<file path="config.mk">
export PLATFORM = sky130hd
export DESIGN_NAME = ex_mem_stage
export DESIGN_NICKNAME = d
export VERILOG_FILES = /design/src/rtl/ex_mem_stage.sv
export SDC_FILE = /design/constraint.sdc
export NUM_CORES = 1
export LEC_CHECK = 0
export ABC_AREA = 1
export CAP_MARGIN = 30
export CORE_ASPECT_RATIO = 0.8
export CORE_MARGIN = 8
export CORE_UTILIZATION = 44
export CTS_CLUSTER_SIZE = 10
export DETAILED_ROUTE_END_ITERATION = 16
export HOLD_SLACK_MARGIN = 0.1
export PLACE_DENSITY = 0.77
export SLEW_MARGIN = 5
export SYNTH_ARGS = -nofsm -noshare
export SYNTH_HDL_FRONTEND = slang
export SYNTH_SLANG_ARGS = --single-unit
</file>
<file path="constraint.sdc">
create_clock -name clk -period 5.4 [get_ports clk]
set_clock_uncertainty 0.05 [all_clocks]
set_input_delay 0.54 -clock clk [delete_from_list [all_inputs] [get_ports clk]]
set_output_delay 0.54 -clock clk [all_outputs]
set_load 0.01 [all_outputs]
</file>
<file path="src/rtl/ex_mem_stage.sv">
// rtl/ex_mem_stage.sv - EX back end: branch resolve, fetch redirect, EX/MEM register, branch stats.
// Optional macro EX_BRANCH_FULL_EN enables BLT/BGE/BLTU/BGEU conditions.
module ex_mem_stage #(
  parameter int XLEN  = 32,
  parameter int RD_W  = 5,
  parameter int CNT_W = 16
) (
  input  logic             clk,
  input  logic             rst,
  input  logic             StallM,
  input  logic             FlushM,
  input  logic             CntClr,
  input  logic             ValidE,
  input  logic             RegWriteE,
  input  logic             MemWriteE,
  input  logic [1:0]       ResultSrcE,
  input  logic             BranchE,
  input  logic             JumpE,
  input  logic             JalrE,
  input  logic [2:0]       Funct3E,
  input  logic [XLEN-1:0]  ALUResultE,
  input  logic             ZeroE,
  input  logic             NegativeE,
  input  logic             OverFlowE,
  input  logic             CarryE,
  input  logic [XLEN-1:0]  WriteDataE,
  input  logic [RD_W-1:0]  RdE,
  input  logic [XLEN-1:0]  PCE,
  input  logic [XLEN-1:0]  PCPlus4E,
  input  logic [XLEN-1:0]  ImmExtE,
  output logic             PCSrcE,
  output logic [XLEN-1:0]  PCTargetE,
  output logic             ValidM,
  output logic             RegWriteM,
  output logic             MemWriteM,
  output logic [1:0]       ResultSrcM,
  output logic [XLEN-1:0]  ALUResultM,
  output logic [XLEN-1:0]  WriteDataM,
  output logic [XLEN-1:0]  PCPlus4M,
  output logic [RD_W-1:0]  RdM,
  output logic             MisalignM,
  output logic [CNT_W-1:0] BranchCnt,
  output logic [CNT_W-1:0] TakenCnt
);

  logic cond;
  logic load;

  always_comb begin
    cond = 1'b0;
    case (Funct3E)
      3'b000: cond = ZeroE;
      3'b001: cond = ~ZeroE;
`ifdef EX_BRANCH_FULL_EN
      3'b100: cond = NegativeE ^ OverFlowE;
      3'b101: cond = ~(NegativeE ^ OverFlowE);
      3'b110: cond = ~CarryE;
      3'b111: cond = CarryE;
`endif
      default: cond = 1'b0;
    endcase
  end

`ifndef EX_BRANCH_FULL_EN
  logic unused_flags;
  assign unused_flags = NegativeE ^ OverFlowE ^ CarryE;
`endif

  assign PCTargetE = JalrE ? {ALUResultE[XLEN-1:1], 1'b0} : PCE + ImmExtE;
  assign PCSrcE    = ValidE & (JumpE | (BranchE & cond));
  assign load      = ~FlushM & ~StallM;

  always_ff @(posedge clk or posedge rst) begin
    if (rst) begin
      ValidM     <= 1'b0;
      RegWriteM  <= 1'b0;
      MemWriteM  <= 1'b0;
      ResultSrcM <= '0;
      ALUResultM <= '0;
      WriteDataM <= '0;
      PCPlus4M   <= '0;
      RdM        <= '0;
      MisalignM  <= 1'b0;
    end else if (FlushM) begin
      ValidM     <= 1'b0;
      RegWriteM  <= 1'b0;
      MemWriteM  <= 1'b0;
      ResultSrcM <= '0;
      ALUResultM <= '0;
      WriteDataM <= '0;
      PCPlus4M   <= '0;
      RdM        <= '0;
      MisalignM  <= 1'b0;
    end else if (!StallM) begin
      ValidM     <= ValidE;
      RegWriteM  <= RegWriteE & ValidE;
      MemWriteM  <= MemWriteE & ValidE;
      ResultSrcM <= ResultSrcE;
      ALUResultM <= ALUResultE;
      WriteDataM <= WriteDataE;
      PCPlus4M   <= PCPlus4E;
      RdM        <= RdE;
      MisalignM  <= PCSrcE & PCTargetE[1];
    end
  end

  // Counting only on load cycles keeps a stalled instruction from being counted repeatedly.
  always_ff @(posedge clk or posedge rst) begin
    if (rst) begin
      BranchCnt <= '0;
      TakenCnt  <= '0;
    end else if (CntClr) begin
      BranchCnt <= '0;
      TakenCnt  <= '0;
    end else if (load) begin
      if (ValidE && BranchE && (BranchCnt != {CNT_W{1'b1}}))
        BranchCnt <= BranchCnt + 1'b1;
      if (PCSrcE && (TakenCnt != {CNT_W{1'b1}}))
        TakenCnt <= TakenCnt + 1'b1;
    end
  end

endmodule

</file>
======== After elaboration in Yosys (flattened, before gate mapping) ========
Cells that the tools add are included.
cells by class
  add/subtract/negate cells ............... 3
  multipliers ............................. 0
  div/mod/pow operators ................... 0
  $lt $le $gt $ge ......................... 0
  equality and inequality tests ........... 4
  shift operators ......................... 0
  muxes and demuxes ....................... 26
  bitwise logic cells ..................... 10
  reduce and logical (&&, ||, !) cells .... 9
operators by type and width
  cell                                                             count
  32-bit two-way mux                                               7
  16-bit two-way mux                                               6
  16-bit by 1-bit adder with 16-bit output, second input constant  2
  32-bit adder                                                     1
  16-bit != test, second input constant                            2
  5-bit two-way mux                                                2
  1-bit two-way mux                                                8
  1-bit AND                                                        6
  2-bit nonzero test                                               3
  2-bit two-way mux                                                2
  2-bit AND reduction                                              2
  3-bit by 1-bit == test with 1-bit output, second input constant  1
  1-bit logical AND                                                3
  3-bit logical NOT                                                1
  1-bit inverter                                                   3
  2-bit by 1-bit != test with 1-bit output, second input constant  1
  1-bit one-hot mux with 2 select lines                            1
  1-bit OR                                                         1
word-level totals
  flip-flop bits (word level) ............. 139
  bits in latches ......................... 0
  memory bits (writable) .................. 0
  memory bits (read-only) ................. 0
  input port bits ......................... 185
  output and inout port bits .............. 172
  word-level logic and storage cells ...... 63
  memories kept ........................... 0

======== Depth between registers and ports, before layout ========
Gate-level depths: netlist (run 1).
  depth after elaboration ................. 9
  mapped depth ............................ 12
  depth with buffers taken out ............ 12

======== Least setup slack after synthesis (run 1) ========
Ideal clock, no wire load.
  path type ............................... in2out
  from .................................... input PCE[0]
  to ...................................... output PCTargetE[12]
  arrival ................................. 2.032 ns
  required time ........................... 4.810 ns
  slack ................................... 2.778 ns
  stages .................................. 8
  buffers on the path ..................... 0
  cells stage by stage .................... ha_1 > fa_1 > nand3_1 > nand3_1 > nand3_1 > nand3_1 > xnor2_1 > o21ai_0
on the way
  cells in the longest elaborated chain, start to end .. 2
ends and longest elaborated chain
  item                line  text
  start: declaration  28    input logic [XLEN-1:0] PCE,
  32-bit adder        69    assign PCTargetE = JalrE ? {ALUResultE[XLEN-1:1], 1'b0} : PCE + ImmExtE;
  32-bit two-way mux  69
  end: declaration    32    output logic [XLEN-1:0] PCTargetE,
No other way between the ends.

======== Worst setup path in the final report (run 1) ========
  from .................................... input PCE[0]
  to ...................................... output PCTargetE[24]
The elaborated chain is that of the path after synthesis.

==> results of run 1 <==
-- area by class of cell --
class,count,share of cell area
timing repair buffer,361,0.274
multi-input combinational,972,0.347
sequential,139,0.263
clock buffer,19,0.0335
tap,264,0.0250
inverter,151,0.0433
clock inverter,13,0.0142
-- cells in the mapped netlist (2+ instances only) --
cell type	count
a21o_1	2
nand3b_1	7
a32o_1	2
nor3_1	10
o22ai_1	2
nand3_1	193
nor2_1	86
dfrtp_1	139
buf_2	5
inv_1	146
nand4_1	11
nand2_1	509
buf_1	10
nor2_2	2
buf_6	2
xnor2_1	11
nand2_2	2
or2_2	6
a21oi_1	27
o21bai_1	3
clkbuf_1	28
o21ai_0	36
ha_1	33
inv_2	4
buf_4	2
o31ai_1	4
xor2_1	18
-- worst register-to-register path, delay by kind of cell, from the launching register on --
family / cells / cell delay, ns
AO/OA/AOI/OAI: 1 / 0.25
AND/OR/NAND/NOR: 5 / 0.77
adder cells (fa/ha/maj): 1 / 0.28
buffers and inverters: 2 / 0.35
flip-flops: 1 / 0.45
-- flip-flops by register name, summed over array words and instances (netlist names) --
signal / flops
ALUResultM: 32
PCPlus4M: 32
WriteDataM: 32
BranchCnt: 16
TakenCnt: 16
RdM: 5
ResultSrcM: 2
MemWriteM: 1
MisalignM: 1
RegWriteM: 1
ValidM: 1
-- where the power goes --
| part | switching (mW) | internal [mW] |
|---|---|---|
| Combinational | 0.401 | 0.366 |
| Sequential | 0.0271 | 1.09 |
| Clock | 0.478 | 0.789 |
-- per-stage QoR --
stage / cells / hold slack (ns) / power [mW] / cell area [um^2]
final: 1919 / 0.345 / 3.15 / 13200
after global routing: 1919 / 0.326 / 3.29 / 13200
after floorplan: 1310 / 0.487 / 1.49 / 8860
after CTS: 1918 / 0.458 / 3.16 / 13200
after global placement: 1885 / 0.438 / 1.88 / 12600
after detailed placement: 1886 / 0.442 / 1.89 / 12600
-- worst min-delay path by stage --
stage / cells past startpoint / endpoint / slack, ns
final: 2 / WriteDataM[5] / 0.34
after global routing: 2 / WriteDataM[5] / 0.33
after CTS: 2 / PCPlus4M[25] / 0.46
after detailed placement: 2 / WriteDataM[3] / 0.44
after global placement: 2 / RdM[2] / 0.44
after floorplan: 1 / BranchCnt[0] / 0.49
-- cell families (layout without fill, tap and decap cells) --
logic type | count (synthesis) | count (layout)
xor+xnor | 29 | 29
flops | 139 | 139
fa+ha+maj | 34 | 34
simple gates | 831 | 831
buf+inv | 199 | 544
compound gates | 78 | 78
-- cells in the final DEF, fill, tap and decap left out, types with 3 or more instances in the layout --
cell type	instances
bufinv_16	4
nor3_1	10
xor2_1	18
nand4_1	11
o21ai_0	36
xnor2_1	11
clkdlybuf4s50_1	352
inv_6	4
ha_1	33
clkbuf_16	17
inv_1	145
clkinvlp_4	3
inv_2	3
a21oi_1	27
nand2_1	509
clkinv_2	3
nand3_1	193
dfrtp_1	139
o21bai_1	3
o31ai_1	4
or2_2	6
buf_4	7
nand3b_1	7
nor2_1	86
-- layer usage --
layer | part of all wire | global-route usage
met4 | 0.016 | 0.0610
met5 | 0.00039 | 0
met2 | 0.46 | 0.410
met3 | 0.096 | 0.0947
met1 | 0.43 | 0.329
==> impl_results.md, run 1 <==
* Max Fclk at 258 MHz
* Clock tree buffer depth at 2
* Gr usage total at 0.258
* Max_slew headroom at 0.381
* CP endpoint: PCTargetE[24]
* Setup WS post-layout at 1.52 ns
* Cells after Synth at 1,310
* Clk slew on worst S/H paths at 0.06 ns
* # IOs at 357
* Initial antenna violation count at 1
* Reg-to-Reg Start: BranchCnt[0]
* Final WL at 33,000 um
* Largest net degree at the start of global routing at 103
* Core Footprint at 19,800 um^2
* Simple-Gate Fraction of Synth Area at 0.393
* Slew at the pin closest to its max-slew limit at 0.929 ns
* Compound-Gate Fraction of Synth Area at 0.0483
* Area Growth Syn to Fin at 49.3%
* Levels on crit path at 13
* Post-route setup TNS at 0 ns
* WL/cell at 17.2 um
* Initial core utilization at 0.448
* Die Y at 143 um
* Leakage at 6.71 nW
* Grt total ovfl at 0
* Slew Limit Fails at 0
* Crit-path max cell delay at 0.54 ns
* Synth area leader: dfrtp_1
* Worst R2R End: BranchCnt[7]
* Global-route wire length before repair at 51,200 um
* Most used cell, CP: nand3_1
* Period utilisation layout at 0.718
* Crit-path max FO at 5
* CP endpoint kind: output pin
* Critical Path RT at 4.81 ns
* Crit path cell chain: clkdlybuf4s50_1 > ha_1 > fa_1 > nand3_1 > nand3_1 > nand2_1 > nand3_1 > nand2_1 > nand3_1 > nand2_1 > nand3_1 > nand2_1 > clkdlybuf4s50_1
* CTS tree: built
* Post-cts resize count at 0
* # rows at 46
* FF/Latch Area at 3480 um^2
* Final core utilization at 0.668
* Setup violators final at 0
* #FFs+latches synth at 139
* CTS sink count at 139
* Vias in the first global route at 9,145
* Syn Area/Cell at 6.77 um^2
* Worst Setup SP: PCE[0]
* Worst path slowest cell: clkdlybuf4s50_1
* Synth Flop Type: dfrtp_1
* Final Wtd Congestion at 0.925
* Post-synth ARST share at 1.00
* Die X at 175 um
* Die area at 25,000 um^2
* Diode count at 0
* Nets at 1,861
* H-tree levels at 4
* Hold Violations, Final at 0
* Buf+Inv Stages, Crit Path at 2
* Number of flops mapped to enable cells by yosys at 0
* Startpoint types: input port
* R2R depth at 9
* Combinational family with the most area after synthesis: simple AND/OR/NAND/NOR gates
* Iteration-0 DRC Markers at 833
* Cts bufs inserted at 17
* PortBufs at 353
* Power Dens Cells at 238 nW/um^2
* Post-route ant nets at 0
* Mapped Nets at 1,529
* Layout cells sized above 1 at 0.0350
* Multi-input logic area at 4600 um^2
* Clock root cell: clkbuf_16
* CP arrival at 3.29 ns
* Pre-antenna DRT Iters at 5
* Seq/Total Area, Yosys at 0.392
* Vias at 9,603
* Fill count at 1,715
* Synth Area in XOR/XNOR at 0.0287
* Final min period at 3.88 ns
* Max Cap Viol at 0
* Via-to-Cell Ratio at 5.00
* Status: finished, final reports clean
* Warnings from Yosys at 0
* Hold Buf Count CTS at 0
* RSZ-0062 raised after global routing: false
* Post-synth top area share at 0.392
* Post-Synth Adder-Cell Area at 0.0488
* Setup bufs post-CTS at 0
* R2r setup slk at 3.18 ns
* Pre-CTS WS at 1.57 ns
* Crit path max-delay family: simple AND/OR/NAND/NOR gates
* DP HPWL at 25,500 um
* Post-synth cell types at 37
* Skew-Pair Late Insertion Delay at 0.42 ns
* Crit Path Category: input port to output pin
* Synth top area cells: dfrtp_1 39%, nand2_1 22%, nand3_1 11%, inv_1 6.2%, ha_1 4.7%
* Worst VDD drop at 0.178 mV
* DRC Markers at 0
* Post-synthesis mux area share at 0
* Hold crit path type: input port to asynchronous set/reset pin
* Synth Cell Area at 8860 um^2
No activity file was read; power rests on OpenSTA's default activity.
==> inputs of run 2 (changes only) <==
==> constraint.sdc (replaced) <==
create_clock -name clk -period 3.6 [get_ports clk]
set_clock_uncertainty 0.05 [all_clocks]
set_input_delay 0.36 -clock clk [delete_from_list [all_inputs] [get_ports clk]]
set_output_delay 0.36 -clock clk [all_outputs]
set_load 0.01 [all_outputs]
==> run 2 against run 1 <==
  * Largest cell class unchanged
  * Global-route usage grew 0.66 points
  * Flip-flop and latch count is the same
  * Via count grew 0.54%
  * Routed wire length grew 2.2%
  * Cell count is essentially flat
  * Setup slack lost 1.3 ns
  * Combinational power grew 51%
  * Cell area shrank 0.13%
  * Register-to-register slack lost 1.9 ns
  * Clock power grew 38%
  * Count of clock-buffer cells in the layout shrank 2
==> impl_results.md, run 2 (synthesized netlist as in run 1, its figures left out) <==
* Slew at the pin closest to its max-slew limit at 0.729 ns (-0.200 ns)
* DRC Markers at 0 (unchanged)
* Final min period at 3.41 ns
* WL met1 at 14,600 um (+2.4%)
* Grt total ovfl at 0 (unchanged)
* Most common cell after layout, fill and taps aside: nand2_1
* Skew-Pair Late Insertion Delay at 0.42 ns (about the same)
* Global-route wire length before repair at 52,200 um (+2.0%)
* Setup violators final at 0 (unchanged)
* Largest net degree at the start of global routing at 73 (-29%)
* Crit path max-delay family: simple AND/OR/NAND/NOR gates
* Clock root cell: clkbuf_16
* # IOs at 357 (unchanged)
* Power Dens Cells at 347 nW/um^2 (+46%)
* Iteration-0 DRC Markers at 761 (-8.6%)
* Period utilisation layout at 0.948
* Commonest cells after routing, fill and taps aside: 508 x nand2_1, 352 x clkdlybuf4s50_1, 192 x nand3_1
* Nets at 1,862 (+0.054%)
* Setup bufs post-CTS at 0 (unchanged)
* Worst path slowest cell: clkdlybuf4s50_1
* Part of the power in registers at 0.364 (+0.010)
* Max Cap Viol at 0 (unchanged)
* Final WL at 33,800 um (+2.2%)
* Die X at 175 um (unchanged)
* PortBufs at 353 (unchanged)
* Crit-path max cell delay at 0.55 ns (about the same)
* Startpoint types: input port
* Status: finished, final reports clean
* CTS sink count at 139 (unchanged)
* Critical Path RT at 3.19 ns (-1.62 ns)
* DP HPWL at 26,300 um (+3.2%)
* Leakage at 6.70 nW (-0.12%)
* Via-to-Cell Ratio at 5.03 (+0.49%)
* Pre-antenna DRT Iters at 6 (+1)
* WHS at 0.230 ns (-0.115 ns)
* # rows at 46 (unchanged)
* Crit path cell chain: clkdlybuf4s50_1 > ha_1 > fa_2 > nand3_1 > nand3_1 > nand2_1 > nand3_1 > nand2_2 > nand3_1 > nand2_1 > nand3_1 > nand2_1 > clkdlybuf4s50_1
* RSZ-0062 raised after global routing: false
* Core Footprint at 19,800 um^2 (unchanged)
* Most used cell, CP: nand3_1
* Post-route ant nets at 0 (unchanged)
* Sw frac at 0.310 (+0.0222)
* Hold crit path type: input port to flip-flop
* CP arrival at 3.00 ns (-0.29 ns)
* Max Fclk at 293 MHz
* Crit-path max FO at 5 (unchanged)
* Met3 wire length at 3450 um (+8.2%)
* Vias at 9,655 (+0.54%)
* Diode count at 0 (unchanged)
* Max_slew headroom at 0.514 (+0.134)
* Power Internal at 3.16 mW (+41%)
* Area Growth Syn to Fin at 49.1%
* Max layer used: met5
* Layout cells sized above 1 at 0.0380 (+0.00300)
* Buf+Inv Stages, Crit Path at 2 (unchanged)
* CP endpoint kind: output pin
* Initial core utilization at 0.448 (unchanged)
* Clk slew on worst S/H paths at 0.06 ns (about the same)
* Post-route setup TNS at 0 ns (unchanged)
* Gate power share at 0.253 (+0.009)
* Final Wtd Congestion at 0.926 (+0.15%)
* Die area at 25,000 um^2 (unchanged)
* Post-cts resize count at 0 (unchanged)
* Slew Limit Fails at 0 (unchanged)
* Cts bufs inserted at 17 (unchanged)
* Worst VDD drop at 0.292 mV (+64%)
* H-tree levels at 4 (unchanged)
* Hold Violations, Final at 0 (unchanged)
* Crit Path Category: input port to output pin
* Clock tree buffer depth at 2 (unchanged)
* WL/cell at 17.6 um (+2.2%)
* Initial antenna violation count at 1 (unchanged)
* Power share of the clock group at 0.383 (-0.020)
* Gr usage total at 0.265 (+0.00657)
* Die Y at 143 um (unchanged)
* Psw at 1.42 mW (+57%)
* Met2 routed WL at 15,000 um (-0.11%)
* Hold Buf Count CTS at 0 (unchanged)
* Largest regs: ALUResultM x32, PCPlus4M x32, WriteDataM x32
* CTS tree: built
* Vias in the first global route at 9,203 (+0.63%)
==> run 2: layout make-up <==
class	count	area, um^2
inverter	151	572
fill	1736	6580
tap	264	330
clock buffer	17	425
multi-input combinational	972	4610
timing repair buffer	362	3650
sequential	139	3480
clock inverter	15	154
==> run 2: metal layers <==
| metal | up-vias | global-route usage |
|---|---|---|
| met4 | 2 | 0.0681 |
| met5 | - | 0 |
| li1 | 4801 | - |
| met1 | 4389 | 0.342 |
| met2 | 422 | 0.412 |
| met3 | 41 | 0.0977 |
==> run 2: through the flow <==
stage / setup slack (ns) / util / cell area [um^2] / total power [mW] / cells
2_1_floorplan: 1.34 / - / 8870 / 2.23 / 1310
3_3_place_gp: 0.113 / 0.638 / 12600 / 2.84 / 1888
3_5_place_dp: 0.0875 / 0.638 / 12600 / 2.85 / 1888
4_1_cts: 0.0908 / 0.667 / 13200 / 4.61 / 1920
5_1_grt: 0.00578 / 0.668 / 13200 / 4.81 / 1920
6_report: 0.187 / 0.668 / 13200 / 4.58 / 1920
==> run 2: worst paths after layout <==
kind	start	depth (start not counted)	slack, ns	end
hold reg to reg	PCPlus4M[22]	2	0.46	PCPlus4M[22]
setup reg to reg	BranchCnt[0]	10	1.28	BranchCnt[11]
min in group asynchronous	rst	2	0.32	ALUResultM[14]
max in group asynchronous	rst	3	2.42	PCPlus4M[3]
hold / removal	StallM	4	0.23	ValidM
setup / recovery	PCE[0]	13	0.19	PCTargetE[24]
==> run 2: power by group through the flow <==
stage | Clock, mW | Sequential [mW] | Combinational, mW
after detailed placement | 0 | 1.70 | 1.16
after CTS | 1.78 | 1.67 | 1.16
after global placement | 0 | 1.69 | 1.15
final | 1.75 | 1.67 | 1.16
after floorplan | 0 | 1.73 | 0.504
after global routing | 1.86 | 1.68 | 1.27
==> run 2: worst reg2reg max path: stages (launching register included) <==
cell and delay (ns):
dfrtp_1 0.45, ha_1 0.28, nand3_1 0.15, inv_1 0.08, nand2_1 0.08, nand3b_1 0.10
nand2_1 0.28, nand2_1 0.22, clkinv_1 0.29, nand2_1 0.15, o31ai_1 0.07
==> inputs of run 3 (changes only) <==
--- a/config.mk
+++ b/config.mk
@@ -5,15 +5,14 @@
 export SDC_FILE = /design/constraint.sdc
 export NUM_CORES = 1
 export LEC_CHECK = 0
-export ABC_AREA = 1
 export CAP_MARGIN = 30
 export CORE_ASPECT_RATIO = 0.8
 export CORE_MARGIN = 8
-export CORE_UTILIZATION = 44
+export CORE_UTILIZATION = 43
 export CTS_CLUSTER_SIZE = 10
 export DETAILED_ROUTE_END_ITERATION = 16
 export HOLD_SLACK_MARGIN = 0.1
-export PLACE_DENSITY = 0.77
+export PLACE_DENSITY = 0.78
 export SLEW_MARGIN = 5
 export SYNTH_ARGS = -nofsm -noshare
 export SYNTH_HDL_FRONTEND = slang
==> run 3 against run 2 <==
  * Global-route usage decreased by 2.0 points
  * First-iteration DRC count decreased by 28%
  * Cell area decreased by 2.8%
  * Synthesized area decreased by 9.1%
  * Largest cell class unchanged
==> impl_results.md, run 3 <==
* Largest regs: ALUResultM x32, PCPlus4M x32, WriteDataM x32
* Clk slew on worst S/H paths at 0.07 ns (about the same)
* Most common cell after layout, fill and taps aside: clkdlybuf4s50_1
* Synth Area in XOR/XNOR at 0.0565 (+0.0279)
* Power Internal at 3.34 mW (+5.6%)
* Cts bufs inserted at 17 (unchanged)
* Slew Limit Fails at 0 (unchanged)
* Nets at 1,447 (-22%)
* Final Wtd Congestion at 0.936 (+1.1%)
* Psw at 1.38 mW (-2.7%)
* R2R depth at 8 (-2)
* Combinational family with the most area after synthesis: simple AND/OR/NAND/NOR gates
* Most used cell, CP: clkdlybuf4s50_1
* Post-synth top area share at 0.432 (+0.0394)
* Clock tree buffer depth at 2 (unchanged)
* Post-synth cell types at 67 (+81%)
* Mapped Nets at 1,063 (-30%)
* DP HPWL at 22,800 um (-13%)
* Hold Buf Count CTS at 0 (unchanged)
* Sw frac at 0.293 (-0.0172)
* PortBufs at 353 (unchanged)
* WL/cell at 19.8 um (+12%)
* Max Cap Viol at 0 (unchanged)
* Compound-Gate Fraction of Synth Area at 0.111 (+0.0625)
* Die X at 169 um (-3.2%)
* Post-route ant nets at 0 (unchanged)
* Status: finished, final reports clean
* Skew-Pair Late Insertion Delay at 0.42 ns (about the same)
* Post-Synth Adder-Cell Area at 0.0537 (+0.00490)
* Largest net degree at the start of global routing at 109 (+49%)
* Max_slew headroom at 0.361 (-0.154)
* Grt total ovfl at 0 (unchanged)
* Pre-antenna DRT Iters at 5 (-1)
* Final min period at 3.53 ns (+0.117 ns)
* #FFs+latches synth at 139 (unchanged)
* Part of the power in registers at 0.353 (-0.011)
* Seq/Total Area, Yosys at 0.432 (+0.0394)
* Initial core utilization at 0.441 (-0.00696)
* Die Y at 138 um (-3.2%)
* CTS tree: built
* Simple-Gate Fraction of Synth Area at 0.179 (-0.214)
* Worst path slowest cell: clkdlybuf4s50_1
* Core Footprint at 18,300 um^2 (-7.7%)
* H-tree levels at 4 (unchanged)
* Area Growth Syn to Fin at 59.4%
* Clock root cell: clkbuf_16
* Global-route wire length before repair at 44,900 um (-14%)
* Hold Violations, Final at 0 (unchanged)
* Multi-input logic area at 4410 um^2 (-4.2%)
* Fill count at 1,421 (-18%)
* Final WL at 29,600 um (-12%)
* # rows at 44 (-4.3%)
* Warnings from Yosys at 0 (unchanged)
* RSZ-0062 raised after global routing: true
* Crit path cell chain: clkdlybuf4s50_1 > ha_1 > a21o_1 > a31o_2 > o211ai_2 > buf_4 > o211a_4 > a31oi_4 > xnor2_1 > o21ai_1 > clkdlybuf4s50_1
* Power share of the clock group at 0.386 (+0.003)
* Critical Path RT at 3.19 ns (about the same)
* Cells after Synth at 844 (-36%)
* Crit-path max cell delay at 0.56 ns (about the same)
* CP endpoint kind: output pin
* Setup WS post-layout at 0.0702 ns (-0.117 ns)
* Most frequent cell after synthesis: nor2_1
* Synth Flop Type: dfrtp_1
* Hold crit path type: input port to asynchronous set/reset pin
* FF/Latch Area at 3480 um^2 (unchanged)
* Gate power share at 0.261 (+0.008)
* Leakage at 5.80 nW (-13%)
* Number of flops mapped to enable cells by yosys at 0 (unchanged)
* # IOs at 357 (unchanged)
* Startpoint types: input port
* Max Fclk at 283 MHz (-3.3%)
* CP arrival at 3.12 ns (+0.12 ns)
* Pre-CTS WS at -0.300 ns (-0.388 ns)
* Period utilisation layout at 0.981 (+0.0326)
* Layout cells sized above 1 at 0.107 (+0.0691)
* Worst VDD drop at 0.291 mV (-0.53%)
* Commonest cells after routing, fill and taps aside: 332 x clkdlybuf4s50_1, 166 x nor2_1, 139 x dfrtp_1
* Post-synth ARST share at 1.00 (unchanged)
* Synth Cell Area at 8060 um^2 (-9.1%)
* Syn Area/Cell at 9.54 um^2 (+41%)
* Crit Path Category: input port to output pin
* Gr usage total at 0.244 (-0.0205)
* Synth top area cells: dfrtp_1 43%, mux2i_1 14%, nor2_1 7.8%, ha_1 5.1%, xor2_1 3.0%
* Initial antenna violation count at 1 (unchanged)
* Iteration-0 DRC Markers at 548 (-28%)
* Crit-path max FO at 4 (-1)
* Post-synthesis mux area share at 0.141 (+0.141)
* Vias in the first global route at 7,881 (-14%)
* Die area at 23,400 um^2 (-6.3%)
* Commonest cells post-synth: 167 x nor2_1, 139 x dfrtp_1, 110 x mux2i_1
* CTS sink count at 139 (unchanged)
* Final core utilization at 0.703 (+0.0351)
* Power Dens Cells at 367 nW/um^2 (+6.0%)
* Synth area leader: dfrtp_1
* Slew at the pin closest to its max-slew limit at 0.959 ns (+0.230 ns)
* DRC Markers at 0 (unchanged)
* Via-to-Cell Ratio at 5.21 (+3.6%)
* Vias at 7,786 (-19%)
* Setup violators final at 0 (unchanged)
run 3: cell types whose count changed in the layout (fill, tap and decap cells not counted), moves of 50 or more:
cell,before,now
inv_1,145,8
nand3_1,192,16
nand2_1,508,56
buf_4,6,56
nor2_1,86,166
mux2i_1,0,110
run 3: area by class of cell:
cell class	instances	area share
flip-flops and latches	139	0.271
clock inverters	15	0.0140
multi-input cells	650	0.344
inverters	9	0.00292
well taps	253	0.0246
diodes	1	0.000195
repair buffers	411	0.311
clock buffers	17	0.0331
run 3: metrics by stage:
stage	power (mW)	instances	hold slack, ns	area [um^2]	TNS [ns]
after CTS	4.74	1491	0.248	12800	-0.0942
after floorplan	2.25	844	0.463	8060	0
after global routing	4.92	1495	0.113	12800	-0.0574
final	4.72	1495	0.115	12800	0
after global placement	2.91	1456	0.450	12100	-1.30
after detailed placement	2.92	1456	0.462	12100	-2.01
run 3: routing by layer:
metal / part of all wire / GRT usage
met2: 0.46 / 0.398
met3: 0.098 / 0.0910
met4: 0.025 / 0.0776
met5: 0 / 0
met1: 0.42 / 0.294
run 3: power groups by stage:
stage / Clock, mW / Sequential, mW / Combinational (mW)
5_1_grt: 1.92 / 1.67 / 1.33
2_1_floorplan: 0 / 1.73 / 0.521
4_1_cts: 1.85 / 1.67 / 1.23
3_3_place_gp: 0 / 1.69 / 1.21
3_5_place_dp: 0 / 1.70 / 1.22
6_report: 1.82 / 1.67 / 1.23
run 3: critical path: cells and delay by family:
kind	cells	cell delay (ns)
compound gates	6	1.14
buf+inv	3	1.12
xor+xnor	1	0.16
fa+ha+maj	1	0.33
run 3: path summary, 6_finish.rpt:
kind | from | end | slack (ns)
min in group clk | StallM | ValidM | 0.26
min | rst | WriteDataM[18] | 0.11
max reg2reg | TakenCnt[0] | TakenCnt[5] | 1.32
max in group asynchronous | rst | PCPlus4M[2] | 2.57
max | PCE[4] | PCTargetE[21] | 0.07
min reg2reg | WriteDataM[10] | WriteDataM[10] | 0.47
run 3: cell families (layout without fill, tap and decap cells):
logic type	count (synthesis)	in the layout
flops	139	139
other cells	0	1
buf+inv	55	452
simple gates	317	317
xor+xnor	52	52
fa+ha+maj	34	34
mux	113	113
compound gates	134	134
run 3: what timing repair did:
action                     in CTS  in global routing
gates resized for setup        18                 28
setup buffers                   3                  2
setup endpoints to repair      13                 19
pin swaps                       4                  8
